$ cat src/rtl/dwt_symext_deinterleaver.sv
// rtl/dwt_symext_deinterleaver.sv - raster to {odd,even} pair deinterleaver with whole-sample symmetric extension
// Ping-pong line banks; each line is replayed as 2 mirrored lead-in pairs, P body pairs, 2 mirrored tail pairs.
module dwt_symext_deinterleaver #(
  parameter int DataWidth       = 16,
  parameter int MaximumSideSize = 32,
  parameter int OutputReg       = 1
) (
  input  logic                   clk_i,
  input  logic                   rst_i,
  output logic                   s_ready_o,
  input  logic                   s_valid_i,
  input  logic                   s_sof_i,
  input  logic                   s_eol_i,
  input  logic [DataWidth-1:0]   s_data_i,
  input  logic                   m_ready_i,
  output logic                   m_valid_o,
  output logic                   m_sof_o,
  output logic                   m_eol_o,
  output logic [2*DataWidth-1:0] m_data_o
);
  localparam int Half = MaximumSideSize / 2;
  localparam int AW   = (Half > 1) ? $clog2(Half) : 1;
  localparam int CW   = AW + 1;
  localparam int LW   = AW + 1;

  typedef enum logic [1:0] {IDLE, PRE, BODY, POST} state_t;

  logic [DataWidth-1:0] ram_even [2][Half];
  logic [DataWidth-1:0] ram_odd  [2][Half];

  logic          wr_bank, rd_bank;
  logic [CW-1:0] wr_cnt;
  logic          line_sof;
  logic [1:0]    full;
  logic [1:0]    bank_sof;
  logic [LW-1:0] bank_len [2];

  state_t        state, cur_state;
  logic [AW-1:0] cnt;
  logic [AW-1:0] rd_even, rd_odd;
  logic [LW-1:0] plen;
  logic          issue, load_ok, beat_sof, beat_eol, body_last;

  logic                   rd_valid, rd_sof, rd_eol;
  logic [2*DataWidth-1:0] rd_data;

  logic          wr_fire, closing, keep;
  logic [LW-1:0] p_new;

  assign s_ready_o = !rst_i && !full[wr_bank];
  assign wr_fire   = s_valid_i && s_ready_o;
  assign closing   = wr_fire && (s_eol_i || wr_cnt == CW'(MaximumSideSize - 1));
  // Pairs in the closing line: (wr_cnt+1)/2, which drops a trailing odd sample.
  assign p_new     = LW'(wr_cnt[CW-1:1]) + LW'(wr_cnt[0]);
  assign keep      = p_new >= LW'(3);

  // IDLE with a full bank behaves as the first PRE beat so the replay starts without a bubble.
  assign cur_state = (state == IDLE && full[rd_bank]) ? PRE : state;
  assign plen      = bank_len[rd_bank];
  assign body_last = cnt == AW'(plen - LW'(1));
  assign issue     = (cur_state != IDLE) && load_ok;
  assign beat_sof  = (cur_state == PRE) && (cnt == '0) && bank_sof[rd_bank];
  assign beat_eol  = (cur_state == POST) && (cnt != '0);

  always_comb begin
    rd_even = '0;
    rd_odd  = '0;
    case (cur_state)
      PRE: begin
        if (cnt == '0) begin
          rd_even = AW'(2);
          rd_odd  = AW'(1);
        end else begin
          rd_even = AW'(1);
          rd_odd  = '0;
        end
      end
      BODY: begin
        rd_even = cnt;
        rd_odd  = cnt;
      end
      POST: begin
        if (cnt == '0) begin
          rd_even = AW'(plen - LW'(1));
          rd_odd  = AW'(plen - LW'(2));
        end else begin
          rd_even = AW'(plen - LW'(2));
          rd_odd  = AW'(plen - LW'(3));
        end
      end
      default: ;
    endcase
  end

  always_ff @(posedge clk_i) begin
    if (wr_fire) begin
      if (wr_cnt[0]) ram_odd[wr_bank][wr_cnt[CW-1:1]] <= s_data_i;
      else           ram_even[wr_bank][wr_cnt[CW-1:1]] <= s_data_i;
    end
  end

  always_ff @(posedge clk_i or posedge rst_i) begin
    if (rst_i) begin
      wr_bank  <= 1'b0;
      rd_bank  <= 1'b0;
      wr_cnt   <= '0;
      line_sof <= 1'b0;
      full     <= '0;
      bank_sof <= '0;
      bank_len <= '{default: '0};
      state    <= IDLE;
      cnt      <= '0;
      rd_valid <= 1'b0;
      rd_sof   <= 1'b0;
      rd_eol   <= 1'b0;
      rd_data  <= '0;
    end else begin
      if (wr_fire) begin
        if (wr_cnt == '0) line_sof <= s_sof_i;
        if (closing) begin
          wr_cnt <= '0;
          // Lines shorter than 6 samples are dropped; the bank stays writable.
          if (keep) begin
            full[wr_bank]     <= 1'b1;
            bank_len[wr_bank] <= p_new;
            bank_sof[wr_bank] <= line_sof;
            wr_bank           <= !wr_bank;
          end
        end else begin
          wr_cnt <= wr_cnt + CW'(1);
        end
      end

      if (issue) begin
        case (cur_state)
          PRE: begin
            if (cnt == '0) begin
              state <= PRE;
              cnt   <= AW'(1);
            end else begin
              state <= BODY;
              cnt   <= '0;
            end
          end
          BODY: begin
            if (body_last) begin
              state <= POST;
              cnt   <= '0;
            end else begin
              cnt <= cnt + AW'(1);
            end
          end
          POST: begin
            if (cnt == '0) begin
              cnt <= AW'(1);
            end else begin
              full[rd_bank] <= 1'b0;
              rd_bank       <= !rd_bank;
              cnt           <= '0;
              state         <= full[!rd_bank] ? PRE : IDLE;
            end
          end
          default: ;
        endcase
      end

      if (load_ok) begin
        rd_valid <= issue;
        rd_sof   <= issue && beat_sof;
        rd_eol   <= issue && beat_eol;
        if (issue) rd_data <= {ram_odd[rd_bank][rd_odd], ram_even[rd_bank][rd_even]};
      end
    end
  end

  generate
    if (OutputReg != 0) begin : g_oreg
      logic                   out_valid, out_sof, out_eol;
      logic [2*DataWidth-1:0] out_data;

      always_ff @(posedge clk_i or posedge rst_i) begin
        if (rst_i) begin
          out_valid <= 1'b0;
          out_sof   <= 1'b0;
          out_eol   <= 1'b0;
          out_data  <= '0;
        end else if (!out_valid || m_ready_i) begin
          out_valid <= rd_valid;
          out_sof   <= rd_sof;
          out_eol   <= rd_eol;
          out_data  <= rd_data;
        end
      end

      assign load_ok   = !rd_valid || !out_valid || m_ready_i;
      assign m_valid_o = out_valid;
      assign m_sof_o   = out_sof;
      assign m_eol_o   = out_eol;
      assign m_data_o  = out_data;
    end else begin : g_direct
      assign load_ok   = !rd_valid || m_ready_i;
      assign m_valid_o = rd_valid;
      assign m_sof_o   = rd_sof;
      assign m_eol_o   = rd_eol;
      assign m_data_o  = rd_data;
    end
  endgenerate
endmodule
$ cat config.mk
export PLATFORM = sky130hd
export DESIGN_NAME = dwt_symext_deinterleaver
export DESIGN_NICKNAME = d
export VERILOG_FILES = /design/src/rtl/dwt_symext_deinterleaver.sv
export SDC_FILE = /design/constraint.sdc
export NUM_CORES = 1
export LEC_CHECK = 0
export ABC_AREA = 1
export CORE_MARGIN = 2
export CORE_UTILIZATION = 30
export DETAILED_ROUTE_END_ITERATION = 16
export SLEW_MARGIN = 20
export SYNTH_ARGS = -nofsm -noshare
export SYNTH_HDL_FRONTEND = slang
export SYNTH_SLANG_ARGS = --single-unit
$ cat constraint.sdc
create_clock -name clk_i -period 6.1 [get_ports clk_i]
set_input_delay 0.61 -clock clk_i [delete_from_list [all_inputs] [get_ports clk_i]]
set_output_delay 0.61 -clock clk_i [all_outputs]
set_load 0.03 [all_outputs]
==> impl_results.md, run 1 <==
- CP max FO: 128
- H-tree levels: 3
- Final Cycle Share: 72.7%
- Routed wire per std cell: 21.9 µm
- Post-Layout Cell Count: between 5k and 6k
- I/O Buffers: 57
- Later-pin clock latency in the skew report: 0.71 ns
- Maximum Capacitance Violations: 0
- Yosys reg bits: between 1k and 1.5k
- DR pass1 iterations: 6
- Total gr overflow: 0
- Netlist cell types: 39
- Antenna diode count: 0
- Worst EP arrival: 5.02 ns
- Synth Area per Inst: 13.6 µm²
- Final worst slack: 1.66 ns
- Hold-fix buffers, CTS: 0
- DRC violations left: 0
- Placed cell area: 49600 µm²
- Post-Syn Nets: 3454
- Placer Congestion: around 0.80
- Worst IR Drop VDD: 0.000489 V
- Status: finished, final reports clean
- Fin crit period: 4.44 ns
- Fraction of layout cells with a size suffix above 1: 10.5%
- Placed Cells: approximately 5.4k
- Finished layout cell area: 53200 µm²
- PwrDens: approximately 520 nW/µm²
- Core area: 154000 µm²
- R2r setup slk: 1.66 ns
- Post-synthesis instance total: between 3k and 4k
- Critical path class: reg -> reg
- Syn-to-layout area delta: 14.6%
- Startpoint types: register
- Setup crit end kind: register
- Initial Util: 30.2%
- WP data required: 6.69 ns
- Io pins: 58
- Initial antenna violation count: 3
- Hold Path Class: in -> async
- Die Y: 398 µm
- LEAKAGE: around 19 nW
- Least-Margin Pin Slew: about 1.1 ns
- RSZ-0062 raised after global routing: false
- Worst slew margin: between 20 and 30%
- Number of DRC markers in iteration 0: 2961
- Nets@finish: 3495
- R2R Path End: rd_data[4]
- Post-route ant nets: 0
- Reg2Reg Depth: 14
- Vias in the first global route: 27.7k
- Via density: between 5 and 6
- Sequential-to-total area share from yosys stat: 71.3%
- Fillcell total: 14.8k
- Mapped cell area: 46500 µm²
- Place WS: 1.71 ns
- # setup viols final: 0
- Pins Over Slew Limit: 0
- CTS resizes: 0
- Cts bufs inserted: about 100
- Hold Fails Final Rpt: 0
- Post-CTS setup buffer count: 0
- Die W: 398 µm
- WL final: 123000 µm
- Largest net degree at the start of global routing: 149
- CTS max path bufs: 3
- Die area: 158000 µm²
- Setup TNS: 0 ns
- Row count: roughly 140
- DP Wirelength: 66600 µm
- GRT Overall Usage: 15.3%
- Clock sink count: 1120
- Ys Warns: 0
- Fmax: 0.225 GHz
- Clk slew on worst S/H paths: around 0.06 ns
- Root Driver: clkbuf_16
- First-pass GRT wire length: around 180000 µm
- CTS tree: built
- Layout Skew: 0.0351 ns
- Worst reg2reg path startpoint: rd_bank
- Routed vias: ~28k
[how the worst max path moves through the flow]
| stage | cells after the start | from | to |
|---|---|---|---|
| floorplan | 7 | rst_i | ram_even[1][16] |
| global placement | 6 | wr_bank | ram_odd[0][108] |
| detailed placement | 6 | wr_bank | ram_odd[1][110] |
| CTS | 6 | wr_bank | ram_odd[1][104] |
| global route | 14 | rd_bank | rd_data[3] |
| finish | 14 | rd_bank | rd_data[4] |
[metal layers]
layer  vias up  wire, µm  track usage [%]
met3       185      9560             2.74
met2      1127     57200             24.4
met5         -        11                0
li1      12700         -                -
met4         2      3660             5.55
met1     14000     52300             20.8
[cells in the mapped netlist (all sizes together)]
master	n	area (µm²)
nor4	4	25.0
o22ai	5	31.3
buf	183	962
nand2	631	2380
nor2	65	282
xnor2	1	8.76
edfxtp	1024	30700
o32ai	1	8.76
clkinv	1	3.75
a22oi	3	22.5
ha	11	138
inv	58	220
dfrtp	96	2400
a31oi	1	12.5
or2	2	12.5
a21oi	12	60.1
xor2	9	86.3
nor3	32	160
nand3	606	3050
mux2i	465	4650
clkbuf	41	154
o211ai	1	12.5
a2111oi	1	8.76
o21ai	22	133
nand4	146	913
[power breakdown]
| part | switching, mW | internal (mW) | total (mW) |
|---|---|---|---|
| clock | 2.83 | 4.07 | 6.91 |
| sequential | 0.390 | 8.78 | 9.17 |
| combinational | 8.01 | 3.48 | 11.5 |
| total | 11.2 | 16.3 | 27.6 |
[cells by family after synthesis]
| kind of cell | Yosys count | synth area share [%] |
|---|---|---|
| flip-flops | 1120 | 71.3 |
| adder cells (fa/ha/maj) | 11 | 0.296 |
| multiplexers | 465 | 10.0 |
| buffers and inverters | 283 | 2.88 |
| AND/OR/NAND/NOR | 1486 | 14.7 |
| XOR/XNOR | 10 | 0.205 |
| AO/OA/AOI/OAI | 46 | 0.622 |
[area by class of cell]
cell class / count / area, µm² / area share [%]
Clock buffer: 131 / 2890 / 5.43
Sequential cell: 1120 / 33200 / 62.3
Clock inverter: 66 / 766 / 1.44
Timing Repair Buffer: 159 / 1350 / 2.54
Tap cell: 2044 / 2560 / 4.80
Multi-Input combinational cell: 2018 / 12300 / 23.1
Inverter: 59 / 230 / 0.432
[cells in the final DEF, fill, tap and decap left out, types with 5 or more instances in the layout]
master           instances
nand2_1                625
nor2_2                   9
xor2_1                   8
nand4_1                146
clkinv_1                17
edfxtp_1              1024
ha_1                    11
inv_2                   18
o21ai_0                 13
inv_1                   36
nor2_1                  52
a21oi_1                 12
bufinv_16               17
o21ai_1                  5
nor3_2                  28
clkbuf_8                 6
clkinvlp_4               6
mux2i_1                465
buf_2                   16
buf_4                   95
clkbuf_16              110
clkinv_2                26
nand3_1                603
o22ai_1                  5
clkbuf_1                15
clkdlybuf4s50_1         41
dfrtp_1                 94
buf_12                   6
[flip-flops by register name, indices dropped and copies added (netlist names), 2 cells and up]
name      count
bank_sof      2
cnt           4
rd_data      32
full          2
bank_len      8
m_data_o     32
ram_even    512
ram_odd     512
state         2
wr_cnt        5
[through the flow]
stage                     power, mW  hold WS [ns]  util [%]
after global placement         20.7         0.450      32.2
after floorplan                16.9         0.440         -
final                          27.6         0.290      34.6
after detailed placement       20.7         0.460      32.2
after global routing           29.0         0.310      34.6
after CTS                      27.6         0.263      34.5
[worst max-delay path, stage by stage, from the launching register on]
cell and delay [ns]:
dfrtp_4 0.72, buf_4 0.73, nand2_1 0.19, nand3_1 0.12, nand2_1 0.08, inv_2 0.09, nand2_4 0.43, nand2_8 0.87
nand3_1 0.14, nand3_1 0.12, nand3_1 0.12, nand3_1 0.26, nand2_1 0.10, nand2_1 0.06, nand2_1 0.07
Note: power is estimated with default switching activity, not from simulation.
==> run 2: changes to the inputs <==
==> constraint.sdc (replaced) <==
create_clock -name clk_i -period 3.85 [get_ports clk_i]
set_input_delay 0.385 -clock clk_i [delete_from_list [all_inputs] [get_ports clk_i]]
set_output_delay 0.385 -clock clk_i [all_outputs]
set_load 0.03 [all_outputs]
==> run 2 against run 1 <==
Sequential cell count unchanged. Combinational power up 65%. Cell area grew 0.47%. Sequential share of layout area decreased by 0.29 points. Sequential power up 57%. Critical path depth did not move. Global-route usage is 0.45 points higher. First-iteration DRC count down 2.4%. Fmax is 33% higher. Critical path type unchanged. Critical endpoint is now rd_data[24]. Largest power group unchanged.
==> impl_results.md, run 2 (synthesis results as in run 1) <==
- Status: finished, final reports clean
- DRC violations left: 0
- Antenna diode count: 0
- Row count: 144
- Hold Fails Final Rpt: 0
- WP data required: approximately 4.5 ns
- Initial antenna violation count: 1
- First-pass GRT wire length: between 150000 and 200000 µm
- Finished layout cell area: 53500 µm²
- Root Driver: clkbuf_16
- Most frequent cells in the layout: edfxtp_1, nand2_1, nand3_1
- Largest net degree at the start of global routing: 130
- Fin crit period: 3.35 ns
- R2R Path End: rd_data[24]
- Worst hold path endpoint: ram_odd[0][188]
- Post-route ant nets: 0
- DR pass1 iterations: 5
- Syn-to-layout area delta: 15.1%
- H-tree levels: 3
- Initial Util: a little under a third
- Clock sink count: 1120
- Hold Path Class: in -> reg
- Fmax: 0.299 GHz
- Total gr overflow: 0
- Worst reg2reg path startpoint: rd_bank
- Placed Cells: 5426
- PwrDens: between 800 and 900 nW/µm²
- GRT Overall Usage: 15.7%
- Routed vias: 28.4k
- Nets@finish: 3525
- Core area: 154000 µm²
- GR Layer Usage met3: 2.15%
- CTS resizes: 0
- CTS max path bufs: 3
- Post-CTS setup buffer count: 0
- Hold-fix buffers, CTS: 0
- Die area: 158000 µm²
- Setup TNS: 0 ns
- Routing usage on met1: approximately a fifth
- Die Y: 398 µm
- Beginning of the worst hold path: s_data_i[12]
- Critical path class: reg -> reg
- DP Wirelength: around 73000 µm
- Startpoint types: register
- Number of DRC markers in iteration 0: 2890
- Fraction of layout cells with a size suffix above 1: 10.7%
- Routed wire per std cell: 22.6 µm
- Worst slew margin: between 20% and 30%
- Reg2Reg Depth: 14
- Die W: 398 µm
- Placed cell area: 49900 µm²
- WL final: 127000 µm
- LEAKAGE: 19.4 nW
- Final Cycle Share: 86.9%
- Cts bufs inserted: ~110
- # setup viols final: 0
- Commonest non-fill, non-tap cell in the layout: edfxtp_1
- Pins Over Slew Limit: 0
- Hold path depth: 1
- I/O Buffers: 57
- Final worst slack: 0.503 ns
- Post-Layout Cell Count: 5631
- Worst EP arrival: 4.00 ns
- Placer Congestion: 0.819
- Vias in the first global route: around 28k
- Maximum Capacitance Violations: 0
- Least-Margin Pin Slew: 1.07 ns
- CTS tree: built
- Setup crit end kind: register
- Final core occ: between 30% and 40%
- Via density: 5.04
- Met2 Use GR: 26.0%
- Later-pin clock latency in the skew report: 0.72 ns
- Io pins: 58
- Clk slew on worst S/H paths: 0.06 ns
- Global route hottest layer: met2
- RSZ-0062 raised after global routing: false
- R2r setup slk: ~0.5 ns
- Worst IR Drop VDD: 0.000947 V
- Place WS: 0.538 ns
- CP max FO: between 60 and 70
- Layout Skew: 0.0312 ns
run 2: changes by cell type in the layout (fill, tap and decap cells not counted), sizes merged:
cell | previous run | this run
buf | 118 | 144
inv | 57 | 59
clkinvlp | 6 | 4
bufinv | 17 | 12
clkbuf | 131 | 144
run 2: routing by layer:
| layer | wire, µm | vias to the layer above | part of all wire (%) |
|---|---|---|---|
| li1 | - | 12800 | - |
| met1 | 54500 | 14400 | 43 |
| met2 | 61500 | 989 | 48 |
| met3 | 7740 | 181 | 6.1 |
| met4 | 3440 | 0 | 2.7 |
| met5 | 0 | - | 0 |
run 2: layout make-up:
| class | instances | area [µm²] |
|---|---|---|
| sequential | 1120 | 33200 |
| fill | 14800 | 101000 |
| tap | 2044 | 2560 |
| timing repair buffer | 185 | 1650 |
| clock buffer | 144 | 2930 |
| clock inverter | 61 | 651 |
| multi-input combinational | 2018 | 12300 |
| inverter | 59 | 230 |
run 2: power breakdown:
group,switching (mW),internal [mW]
clock,4.53,6.17
sequential,0.454,13.9
combinational,13.3,5.73
total,18.3,25.8
run 2: how the worst max path moves through the flow:
stage	startpoint	end	slack, ns	cells past startpoint
after floorplan	rst_i	ram_even[1][16]	-0.08	7
after global placement	rd_bank	rd_data[24]	0.55	14
after detailed placement	rst_i	ram_even[1][231]	0.54	9
after CTS	rd_bank	rd_data[24]	0.55	14
after global routing	rd_bank	rd_data[24]	0.30	14
final	rd_bank	rd_data[24]	0.50	14
run 2: critical path, stage by stage, from the launching register on:
cell	delay, ns
dfrtp_4	0.60
inv_2	0.13
nand2_1	0.05
nand2_1	0.11
inv_2	0.08
ha_1	0.31
inv_1	0.09
o211ai_4	0.21
buf_4	0.67
nand3_1	0.25
nand3_1	0.19
nand3_1	0.20
nand2_1	0.14
nand2_1	0.07
nand2_1	0.06
run 2: stage by stage:
stage	hold WS (ns)	power [mW]
floorplan	0.440	26.9
global placement	0.457	33.4
detailed placement	0.455	33.5
CTS	0.149	44.1
global route	0.189	46.2
finish	0.179	44.1
